[src/rtl/reg_writeback_pkg.sv]
// Shared widths (mirroring the codebase's define.v) and the writeback entry type.
package reg_writeback_pkg;

  localparam int unsigned RegAddrW = 5;   // RegAddrBus
  localparam int unsigned RegW     = 32;  // RegBus
  localparam int unsigned RegCnt   = 32;

  typedef struct packed {
    logic [RegAddrW-1:0] rd;
    logic [RegW-1:0]     data;
  } wb_entry_t;

endpackage

[src/rtl/wb_fifo.sv]
// Circular writeback FIFO with two push ports (a is older than b) and one pop port.
module wb_fifo
  import reg_writeback_pkg::*;
#(
  parameter int unsigned Depth = 4,
  localparam int unsigned PtrW = $clog2(Depth),
  localparam int unsigned CntW = $clog2(Depth + 1)
) (
  input  logic            clk,
  input  logic            rst,
  input  logic            push_a_i,
  input  wb_entry_t       entry_a_i,
  input  logic            push_b_i,
  input  wb_entry_t       entry_b_i,
  input  logic            pop_i,
  output wb_entry_t       head_o,
  output logic [CntW-1:0] count_o,
  output wb_entry_t       slots_o [Depth],
  output logic            slot_valid_o [Depth]
);

  wb_entry_t       mem_q [Depth];
  logic [PtrW-1:0] head_q, head_d;
  logic [PtrW-1:0] tail_q, tail_d;
  logic [CntW-1:0] count_q, count_d;
  logic            pop;

  assign pop = pop_i && (count_q != '0);

  always_comb begin
    head_d  = head_q;
    tail_d  = tail_q;
    count_d = count_q + CntW'(push_a_i) + CntW'(push_b_i) - CntW'(pop);
    if (pop) head_d = PtrW'(head_q + 1'b1);
    tail_d = PtrW'(tail_q + PtrW'(push_a_i) + PtrW'(push_b_i));
  end

  always_ff @(posedge clk) begin
    if (rst) begin
      head_q  <= '0;
      tail_q  <= '0;
      count_q <= '0;
    end else begin
      head_q  <= head_d;
      tail_q  <= tail_d;
      count_q <= count_d;
    end
  end

  // Port b lands behind port a when both push in the same cycle.
  always_ff @(posedge clk) begin
    if (!rst) begin
      if (push_a_i) mem_q[tail_q] <= entry_a_i;
      if (push_b_i) mem_q[push_a_i ? PtrW'(tail_q + 1'b1) : tail_q] <= entry_b_i;
    end
  end

  assign head_o  = mem_q[head_q];
  assign count_o = count_q;

  always_comb begin
    for (int i = 0; i < Depth; i++) begin
      slots_o[i]      = mem_q[i];
      slot_valid_o[i] = CntW'(PtrW'(PtrW'(i) - head_q)) < count_q;
    end
  end

endmodule

[src/rtl/reg_writeback.sv]
// Writeback stage: merges load and ALU results into an ordered register-file write stream.
module reg_writeback
  import reg_writeback_pkg::*;
#(
  parameter int unsigned DEPTH = 4
) (
  input  logic                clk,
  input  logic                rst,
  input  logic                mem_valid,
  input  logic [RegAddrW-1:0] mem_rd,
  input  logic [RegW-1:0]     mem_data,
  output logic                mem_ready,
  input  logic                ex_valid,
  input  logic [RegAddrW-1:0] ex_rd,
  input  logic [RegW-1:0]     ex_data,
  output logic                ex_ready,
  output logic                we,
  output logic [RegAddrW-1:0] w_addr,
  output logic [RegW-1:0]     w_data,
  output logic [RegCnt-1:0]   busy,
  output logic                empty
);

  localparam int unsigned CntW = $clog2(DEPTH + 1);

  wb_entry_t       head;
  wb_entry_t       slots [DEPTH];
  logic            slot_valid [DEPTH];
  logic [CntW-1:0] count;
  logic [CntW-1:0] free;
  logic            push_mem, push_ex;

  // Free space ignores this cycle's pop so readiness never depends on the pop path.
  assign free      = CntW'(DEPTH) - count;
  assign mem_ready = free >= CntW'(1);
  assign ex_ready  = (free >= CntW'(2)) || ((free == CntW'(1)) && !mem_valid);

  // x0 writes handshake normally but are dropped.
  assign push_mem = mem_valid && mem_ready && (mem_rd != '0);
  assign push_ex  = ex_valid && ex_ready && (ex_rd != '0);

  wb_fifo #(
    .Depth(DEPTH)
  ) u_fifo (
    .clk         (clk),
    .rst         (rst),
    .push_a_i    (push_mem),
    .entry_a_i   ('{rd: mem_rd, data: mem_data}),
    .push_b_i    (push_ex),
    .entry_b_i   ('{rd: ex_rd, data: ex_data}),
    .pop_i       (1'b1),
    .head_o      (head),
    .count_o     (count),
    .slots_o     (slots),
    .slot_valid_o(slot_valid)
  );

  assign we     = count != '0;
  assign empty  = count == '0;
  assign w_addr = we ? head.rd : '0;
  assign w_data = we ? head.data : '0;

  always_comb begin
    busy = '0;
    for (int i = 0; i < DEPTH; i++) begin
      if (slot_valid[i]) busy[slots[i].rd] = 1'b1;
    end
    busy[0] = 1'b0;
  end

endmodule
[config.mk]
export PLATFORM = sky130hd
export DESIGN_NAME = reg_writeback
export DESIGN_NICKNAME = d
export VERILOG_FILES = /design/src/rtl/reg_writeback_pkg.sv /design/src/rtl/wb_fifo.sv /design/src/rtl/reg_writeback.sv
export SDC_FILE = /design/constraint.sdc
export NUM_CORES = 1
export LEC_CHECK = 0
export BUFFER_PORTS_ARGS = -buffer_cell sky130_fd_sc_hd__buf_2
export CORE_MARGIN = 2
export CORE_UTILIZATION = 58
export DETAILED_ROUTE_END_ITERATION = 10
export PLACE_DENSITY = 0.82
export SLEW_MARGIN = 40
export SYNTH_ARGS = -nofsm -noshare
export SYNTH_HDL_FRONTEND = slang
export SYNTH_HIERARCHICAL = 1
export SYNTH_SLANG_ARGS = --single-unit
[constraint.sdc]
create_clock -name clk -period 5.3 [get_ports clk]
set_clock_uncertainty 0.1 [all_clocks]
set_input_delay 0.795 -clock clk [delete_from_list [all_inputs] [get_ports clk]]
set_output_delay 0.795 -clock clk [all_outputs]
set_load 0.02 [all_outputs]
==> impl_results.md, run 1 <==
- Outcome: complete, no violations
- Flop pwr share: 35.7%
- Crit Reg-Reg Startpoint: u_fifo/count_o[0]$_SDFF_PP0_
- CP endpoint: busy[8]
- Post-layout min period: about 3.8 ns
- Reg clk slew, reported paths: around 0.060 ns
- Drt pass-1 iters: 6
- Syn. warnings: 6
- Reg2reg end: u_fifo/mem_q[0][23]$_DFFE_PP_
- Commonest non-fill, non-tap cells in the layout: buf_2, edfxtp_1, mux2_2, nor2b_1, mux4_2
- Initial Utilization: 59.1%
- Worst-Margin Slew: 0.789 ns
- Relative slew slack: a little under half
- Dominant cells by area after synthesis: edfxtp_1, mux2_2, mux4_2
- Max stage delay on crit path: between 0.6 and 0.7 ns
- CP Launch Type: flop
- DR vias: 6451
- Clock Root Buffer: clkbuf_16
- Post-synthesis cell area: 9320 µm²
- Post-Synthesis Cells: around 640
- Die Y: 131 µm
- Flops & latches, synth: roughly 160
- Insertion delay to the later sink of the worst-skew pair: about 0.42 ns
- Share of the synthesized area in the top cell type: between 40% and 50%
- Switching Fraction: between 30% and 40%
- Area Overhead vs Synth: 16.4%
- # port buffers: 149
- Unrepaired setup endpoints after global routing: false
- WL/cell: 23.6 µm
- Crit path capture type: output pin
- Int Power: 3.29 mW
- Gr usage total: approximately 28%
- Worst min-delay path class: reg -> reg
- Commonest non-fill, non-tap cell in the layout: buf_2
- GRT overflow: 0
- Critical Path RT: about 4.4 ns
- Core area: 15800 µm²
- CP Class: reg -> out
- Die area: around 17000 µm²
- Initial DRC count: 612
- Clk network pwr share: between 20% and 30%
- Combinational power share: 41.3%
- Sequential fraction of the synthesis area: 49.6%
- Pwr/cell area: between 400 and 500 nW/µm²
- Final wirelength: 23.9 mm
- NumNets Final: slightly below 900
- Worst EP arrival: 2.93 ns
- Num Clock Sinks: 157
- Avg Inst Size Synth: about 15 µm²
- Fmax: around 0.26 GHz
- First-pass GRT wire length: about 36 mm
- Post-layout util: just under 70%
- CTS Buffer Depth: 2
- Cts hold-fix bufs: 0
- Slew Limit Fails: 0
- Crit-path max FO: 6
- Setup TNS: 0 ns
- Tcrit/Tclk final: 72.1%
- DP HPWL: roughly 15 mm
- I/O pins: 151
- ANT nets after route: 0
- Worst vdd ir: approximately 360 µV
- DRC viols: 0
- RD Place Congestion: ~0.95
- CTS H-tree depth: 4
- # resized after CTS: 0
- Yosys cell types: 57
- Final hold vios: 0
- Fraction of registers with async set/reset: 0%
- Synth area leader: edfxtp_1
- Postcts setup bufs: 0
- CTS tree: yes
- R2R setup slack: about 1.5 ns
- Total CTS buffers: 17
- Worst Setup SP: u_fifo/head_q[0]$_SDFFE_PP0P_
- Worst path cell trace: xnor2_1, inv_1, ha_1, a21oi_1, or2_2, nor4b_1, a22oi_1, o221ai_1, buf_2
- Via density: about 6.4
- Primary FF master, synth: edfxtp_1
- Pin count of the biggest net entering global routing: 40
- Initial antenna violation count: 3
- Lkg Pwr: roughly 3.9 nW
- Rows: 46
- Net Switching: a little under 2 mW
- Post-synth EDFFs: 148
- Die X: 131 µm
- Worst Reg-to-Reg Cells: 9
- Vias in the first global route: roughly 6.5k
- CP max stage cell: nor4b_1
- Share of cells above drive strength 1: slightly below 50%
- Fill cells: between 1k and 1.5k
- Max-cap violations: 0
- Setup Viol. Count Final: 0
## logic make-up after synthesis
family                     synth area share [%]
adders and majority gates                  2.39
AOI/OAI and AO/OA                          7.29
buffers and inverters                      3.67
muxes                                      26.8
other                                    0.0806
and+or+nand+nor                            9.56
xor gates and xnor gates                  0.564
DFF                                        49.6
## power groups by stage
| stage | clock network (mW) | logic (mW) | registers, mW |
|---|---|---|---|
| after CTS | 1.23 | 2.14 | 1.87 |
| after floorplan | 0 | 1.61 | 1.76 |
| final | 1.21 | 2.17 | 1.87 |
| after global routing | 1.28 | 2.32 | 1.90 |
| after global placement | 0 | 2.07 | 1.87 |
| after detailed placement | 0 | 2.12 | 1.90 |
## worst min path at each step
stage / endpoint / depth (start not counted) / startpoint
after floorplan: u_fifo/count_o[2]$_SDFF_PP0_ / 2 / u_fifo/count_o[1]$_SDFF_PP0_
after global placement: u_fifo/count_o[2]$_SDFF_PP0_ / 2 / u_fifo/count_o[1]$_SDFF_PP0_
after detailed placement: u_fifo/count_o[2]$_SDFF_PP0_ / 2 / u_fifo/count_o[1]$_SDFF_PP0_
after CTS: u_fifo/count_o[2]$_SDFF_PP0_ / 2 / u_fifo/count_o[1]$_SDFF_PP0_
after global routing: u_fifo/count_o[2]$_SDFF_PP0_ / 2 / u_fifo/count_o[1]$_SDFF_PP0_
final: u_fifo/count_o[2]$_SDFF_PP0_ / 2 / u_fifo/count_o[1]$_SDFF_PP0_
## sequential cells by signal, summed over array words and instances, names as in the netlist, named ones only
name	flops
u_fifo/tail_q	2
u_fifo/head_q	2
u_fifo/count_o	3
u_fifo/mem_q	148
## layout make-up
| class | count | area [µm²] | area share, % |
|---|---|---|---|
| sequential | 157 | 4630 | 42.7 |
| tap | 216 | 270 | 2.49 |
| timing repair buffer | 163 | 882 | 8.13 |
| clock buffer | 17 | 425 | 3.92 |
| antenna | 1 | 2.50 | 0.0231 |
| multi-input combinational | 427 | 4420 | 40.7 |
| clock inverter | 15 | 163 | 1.50 |
| inverter | 14 | 52.6 | 0.485 |
## per-layer routing
| metal | up-vias | part of all wire (%) | GRT usage, % |
|---|---|---|---|
| met3 | 52 | 9.0 | 9.20 |
| met5 | - | 0.071 | 0 |
| li1 | 2857 | - | - |
| met1 | 3180 | 39 | 34.7 |
| met2 | 358 | 50 | 47.7 |
| met4 | 4 | 2.2 | 9.20 |
## worst max-delay path: cells and delay by family (launching register included)
family                   cells  cell delay [ns]
AO/OA/AOI/OAI                3             0.46
buffers and inverters        2             0.27
XOR/XNOR                     1             0.19
AND/OR/NAND/NOR              2             0.86
adder cells (fa/ha/maj)      1             0.29
flip-flops                   1             0.45
## cell usage after synthesis, drive strengths merged, types with 2 or more instances
| cell | number |
|---|---|
| o22ai | 25 |
| nand3 | 4 |
| o221ai | 6 |
| and3b | 3 |
| ha | 13 |
| fa | 3 |
| clkbuf | 11 |
| and4bb | 3 |
| dfxtp | 9 |
| mux2 | 148 |
| a221o | 17 |
| nand4 | 3 |
| a22oi | 6 |
| buf | 28 |
| xnor2 | 5 |
| or3 | 3 |
| nor2b | 43 |
| mux4 | 37 |
| o21ai | 7 |
| or3b | 8 |
| or2 | 3 |
| nor2 | 17 |
| a311o | 8 |
| inv | 14 |
| edfxtp | 148 |
| nand3b | 12 |
| nand2b | 4 |
| nor3 | 6 |
| conb | 2 |
| a21oi | 7 |
| nor3b | 10 |
| nand2 | 6 |
## stage by stage
| stage | hold WS (ns) | std cells | total power [mW] | area (µm²) | setup WS (ns) |
|---|---|---|---|---|---|
| 5_1_grt | 0.567 | 1009 | 5.51 | 10800 | 1.28 |
| 4_1_cts | 0.534 | 1006 | 5.24 | 10800 | 1.27 |
| 2_1_floorplan | 0.473 | 637 | 3.37 | 9320 | 0.626 |
| 3_3_place_gp | 0.502 | 974 | 3.94 | 10200 | 1.39 |
| 3_5_place_dp | 0.518 | 974 | 4.01 | 10200 | 1.31 |
| 6_report | 0.540 | 1010 | 5.25 | 10800 | 1.48 |
(Power assumes the default switching activity.)
==> run 2, diff against run 1 <==
Settings changed: CORE_UTILIZATION 58 to 52, PLACE_DENSITY 0.82 to 0.77.
Clock period 5.3 ns to 3.1 ns, I/O delays scaled along.
==> impl_results.md, run 2 (synthesis results as in run 1) <==
- Outcome: complete, no violations
- Reg with most FFs: u_fifo/mem_q
- Post-Place Cells: approximately 1000
- Fin Hold WS: between 0.2 and 0.3 ns
- CP Launch Type: flop
- Worst Reg-to-Reg Cells: 9
- Unrepaired setup endpoints after global routing: true
- Crit Reg-Reg Startpoint: u_fifo/count_o[1]$_SDFF_PP0_
- Pin count of the biggest net entering global routing: 40
- # port buffers: 149
- Initial DRC count: roughly 530
- Die area: between 15000 and 20000 µm²
- Rows: 48
- CTS tree: yes
- Reg2reg end: u_fifo/mem_q[3][29]$_DFFE_PP_
- Drt pass-1 iters: 6
- Via density: between 6 and 7
- Worst vdd ir: about 570 µV
- Final wirelength: between 20 and 25 mm
- Post-layout util: 66.4%
- DRC viols: 0
- First-pass GRT wire length: 37.3 mm
- Share of cells above drive strength 1: a little under three fifths
- Initial antenna violation count: 2
- CTS H-tree depth: 4
- Commonest non-fill, non-tap cell in the layout: edfxtp_1
- Clock Root Buffer: clkbuf_16
- Core area: roughly 17000 µm²
- Worst-Margin Slew: slightly above 0.8 ns
- Combinational power share: roughly 46%
- RD Place Congestion: roughly 0.9
- Worst EP arrival: between 2 and 3 ns
- ANT nets after route: 0
- Flop pwr share: 32.8%
- Crit-path max FO: 7
- Crit path capture type: output pin
- Non-Filler Instances: between 1k and 1.5k
- I/O pins: ~150
- Worst min-delay path class: in -> reg
- Fmax: between 0.3 and 0.4 GHz
- Die Y: between 100 and 150 µm
- DP HPWL: 16.5 mm
- Diode count: 0
- CP Class: reg -> out
- Area Overhead vs Synth: 24.1%
- Lkg Pwr: around 4.1 nW
- Slew Limit Fails: 0
- Num Clock Sinks: 157
- Setup Viol. Count Final: 0
- R2R setup slack: between 0.1 and 0.15 ns
- Critical Path RT: 2.53 ns
- NumNets Final: 896
- Int Power: slightly above 6 mW
- CTS Buffer Depth: 2
- Pwr/cell area: 830 nW/µm²
- Tcrit/Tclk final: 99.7%
- WL/cell: ~24 µm
- Fill cells: between 1k and 1.5k
- Gr usage total: 26.6%
- Insertion delay to the later sink of the worst-skew pair: ~0.42 ns
- GRT overflow: 0
- Vias in the first global route: 6711
- Max-cap violations: 0
- Initial Utilization: 53.5%
- Setup TNS: 0 ns
- CP endpoint: busy[5]
- Max FFs per register: 148
- Net Switching: approximately 3.6 mW
- Clk network pwr share: a little over a fifth
- Post-layout min period: between 3 and 4 ns
- Final hold vios: 0
- Commonest non-fill, non-tap cells in the layout: edfxtp_1, buf_2, mux2_2, nor2b_1, mux4_2
- Relative slew slack: roughly 45%
- DR vias: between 6k and 7k
- Switching Fraction: 37.2%
- Total CTS buffers: 17
- Die X: approximately 140 µm
- Worst Setup SP: u_fifo/count_o[1]$_SDFF_PP0_
- Reg clk slew, reported paths: ~0.060 ns
run 2: cell types whose count changed in the layout (fill, tap and decap cells not counted), moves of 4 or more:
cell / before / now
buf_2: 149 / 134
a22oi_1: 6 / 2
o22ai_1: 25 / 17
o22ai_2: 0 / 8
buf_6: 1 / 11
dfxtp_1: 7 / 3
buf_4: 11 / 24
buf_12: 0 / 16
a22oi_2: 0 / 4
run 2: routing by layer:
metal	part of all wire, %	up-vias	GRT usage, %
met5	0.097	-	0
met4	2.0	4	7.88
met3	6.9	47	5.67
met2	52	300	46.0
met1	39	3257	33.7
li1	-	2893	-
run 2: cell type report:
| cell class | instances | area (µm²) | area share, % |
|---|---|---|---|
| Sequential cell | 157 | 4640 | 40.1 |
| Clock buffer | 18 | 429 | 3.71 |
| Clock inverter | 14 | 156 | 1.35 |
| Inverter | 14 | 56.3 | 0.487 |
| Multi-Input combinational cell | 427 | 4700 | 40.7 |
| Timing Repair Buffer | 185 | 1290 | 11.2 |
| Tap cell | 225 | 282 | 2.43 |
run 2: stage by stage:
step                setup WS (ns)  total power, mW  area [µm²]
floorplan                 0.00338             5.85        9430
global placement            0.134             7.08       10600
detailed placement          0.137             7.18       10600
CTS                       0.00344             9.35       11200
global route              -0.0818             10.0       11600
finish                    0.00946             9.60       11600
run 2: worst min path at each step:
stage | start | endpoint | slack (ns) | cells after the start
after global routing | ex_data[14] | u_fifo/mem_q[1][14]$_DFFE_PP_ | 0.26 | 2
after detailed placement | u_fifo/count_o[1]$_SDFF_PP0_ | u_fifo/count_o[2]$_SDFF_PP0_ | 0.45 | 2
after global placement | u_fifo/count_o[1]$_SDFF_PP0_ | u_fifo/count_o[2]$_SDFF_PP0_ | 0.45 | 2
final | ex_data[20] | u_fifo/mem_q[2][20]$_DFFE_PP_ | 0.27 | 2
after floorplan | u_fifo/count_o[1]$_SDFF_PP0_ | u_fifo/count_o[2]$_SDFF_PP0_ | 0.42 | 2
after CTS | ex_data[20] | u_fifo/mem_q[2][20]$_DFFE_PP_ | 0.26 | 2
run 2: what timing repair did:
action,4_1_cts,5_1_grt
resized for setup,12,65
buffers inserted,8,5
pin swaps,0,11
hold buffers,0,0
endpoints found under the setup margin,31,32
hold endpoints to repair,0,0
run 2: worst max-delay path, stage by stage (launching register included):
cell and delay (ns):
dfxtp_4 0.40, clkinvlp_4 0.18, ha_4 0.31, a21oi_2 0.05, or2_4 0.28, buf_6 0.12, nand3b_1 0.12, buf_6 0.14
o22ai_2 0.07, a221o_1 0.29, buf_6 0.14
run 2: power groups by stage:
stage	registers [mW]	logic [mW]	clock network [mW]
final	3.15	4.37	2.09
after CTS	3.14	4.10	2.11
after global routing	3.19	4.65	2.20
after detailed placement	3.18	4.01	0
after global placement	3.14	3.93	0
after floorplan	3.00	2.85	0
==> run 3, diff against run 2 <==
==> constraint.sdc (replaced) <==
create_clock -name clk -period 3.1 [get_ports clk]
set_clock_uncertainty 0.1 [all_clocks]
set_input_delay 0.93 -clock clk [delete_from_list [all_inputs] [get_ports clk]]
set_output_delay 0.93 -clock clk [all_outputs]
set_load 0.02 [all_outputs]
==> impl_results.md, run 3 (synthesis results as in run 1) <==
- Worst Setup SP: u_fifo/head_q[1]$_SDFFE_PP0P_
- DP HPWL: ~17 mm
- Setup Viol. Count Final: 32
- Max FFs per register: 148
- Crit-path max FO: 5
- GRT overflow: 0
- Final wirelength: 25.7 mm
- Unrepaired setup endpoints after global routing: true
- Share of cells above drive strength 1: 58.2%
- Post-layout min period: 3.48 ns
- Worst vdd ir: 548 µV
- Initial DRC count: around 500
- Drt pass-1 iters: 5
- Worst path cell trace: xnor2_2, inv_2, ha_4, a21oi_2, or2_4, buf_6, nand4b_1, nor3_1, a311o_1, buf_6
- Lkg Pwr: between 4 and 5 nW
- Pwr/cell area: ~830 nW/µm²
- CP max stage cell: dfxtp_2
- Commonest non-fill, non-tap cell in the layout: edfxtp_1
- CP dominant cell by count: buf_6
- Fin Hold WS: around 0.59 ns
- Die X: about 140 µm
- Initial antenna violation count: 3
- WL/cell: around 24 µm
- Insertion delay to the later sink of the worst-skew pair: roughly 0.42 ns
- Worst-Margin Slew: 0.601 ns
- NumNets Final: approximately 940
- Fmax: 0.287 GHz
- First-pass GRT wire length: around 39 mm
- Cts hold-fix bufs: 0
- RD Place Congestion: approximately 0.93
- DRC viols: 0
- Vias in the first global route: 7032
- Area Overhead vs Synth: 29.1%
- Max stage delay on crit path: approximately 0.34 ns
- Worst EP arrival: 2.45 ns
- Max-cap violations: 0
- Violated checks: setup timing
- Clock Root Buffer: clkbuf_16
- Reg with most FFs: u_fifo/mem_q
- Slew Limit Fails: 0
- Final worst slack: -0.380 ns
- Relative slew slack: roughly three fifths
- Worst Hold Launch: u_fifo/tail_q[0]$_SDFF_PP0_
- Worst min-delay path class: reg -> reg
- CTS H-tree depth: 4
- Pin count of the biggest net entering global routing: 27
- Die Y: between 100 and 150 µm
- Gr usage total: between 20 and 30%
- ANT nets after route: 0
- Via density: between 6 and 7
- Outcome: complete, but fails checks
- CP Class: reg -> out
- CTS tree: yes
- CTS Buffer Depth: 2
- Power, Total: ~10 mW
- Total CTS buffers: 17
- Die area: 19000 µm²
- Initial Utilization: between 50% and 60%
- DR vias: just under 7k
- Final hold vios: 0
- Reg clk slew, reported paths: 0.06 ns
- I/O pins: about 150
- Crit path capture type: output pin
- Rows: 48
- Tcrit/Tclk final: 112%
- Crit Reg-Reg Startpoint: u_fifo/count_o[1]$_SDFF_PP0_
- Critical Path RT: roughly 2.1 ns
- CP Launch Type: flop
- # port buffers: about 150
- Commonest non-fill, non-tap cells in the layout: edfxtp_1, mux2_2, buf_2, buf_4, nor2b_1
- Num Clock Sinks: 157
- Core area: around 17000 µm²
-- run 3: cell types whose count changed in the layout (fill, tap and decap cells not counted), moves of 4 or more --
cell	before	now
dfxtp_4	4	0
dfxtp_2	2	6
clkinv_4	1	6
nor3b_2	6	1
nor3b_4	2	7
buf_2	134	129
buf_12	16	22
buf_6	11	26
buf_4	24	47
-- run 3: critical path, delay by kind of cell, from the launching register on --
kind                       cells  cell delay, ns
AOI/OAI and AO/OA              2            0.36
and+or+nand+nor                3            0.54
buffers and inverters          3            0.34
DFF                            1            0.34
xor gates and xnor gates       1            0.19
adders and majority gates      1            0.26
-- run 3: area by class of cell --
class | instances | area (µm²)
flip-flops and latches | 157 | 4630
diodes | 1 | 2.50
repair buffers | 227 | 1800
fillers | 1232 | 5380
clock buffers | 17 | 425
multi-input cells | 427 | 4700
clock inverters | 15 | 141
inverters | 14 | 57.6
well taps | 225 | 282
-- run 3: layer usage --
| layer | vias up | global-route usage (%) | wire length (µm) | part of all wire (%) |
|---|---|---|---|---|
| li1 | 2978 | - | - | - |
| met1 | 3426 | 33.1 | 9870 | 38 |
| met2 | 347 | 46.6 | 13200 | 51 |
| met3 | 66 | 5.77 | 1890 | 7.4 |
| met4 | 4 | 12.0 | 721 | 2.8 |
| met5 | - | 0 | 27 | 0.11 |
-- run 3: per-stage QoR --
step	setup TNS (ns)	area [µm²]	setup WS (ns)	cells	utilization, %
after floorplan	-16.13	9400	-0.184	637	-
after global placement	-44.54	11000	-0.329	1044	62.9
after detailed placement	-50.69	11000	-0.343	1044	62.9
after CTS	-10.11	11900	-0.361	1081	68.1
after global routing	-13.00	12000	-0.478	1083	69.1
final	-10.80	12000	-0.380	1083	69.1
-- run 3: worst paths after layout --
path / slack, ns / cells past startpoint / endpoint
hold / removal: 0.59 / 3 / u_fifo/tail_q[0]$_SDFF_PP0_
setup / recovery: -0.38 / 10 / busy[3]
hold reg to reg: 0.59 / 3 / u_fifo/tail_q[0]$_SDFF_PP0_
setup reg to reg: 0.06 / 10 / u_fifo/mem_q[3][21]$_DFFE_PP_
-- run 3: what timing repair did --
item / CTS / global route
setup buffers: 5 / 0
pin swaps: 23 / 21
resized for setup: 74 / 29
cloned: 0 / 2
setup endpoints to repair: 149 / 120
-- run 3: power by group --
group | total [mW] | switching (mW) | internal, mW | leakage (nW)
clock network | 2.00 | 0.888 | 1.12 | 0.272
registers | 3.05 | 0.216 | 2.83 | 1.43
logic | 4.95 | 2.62 | 2.33 | 2.67
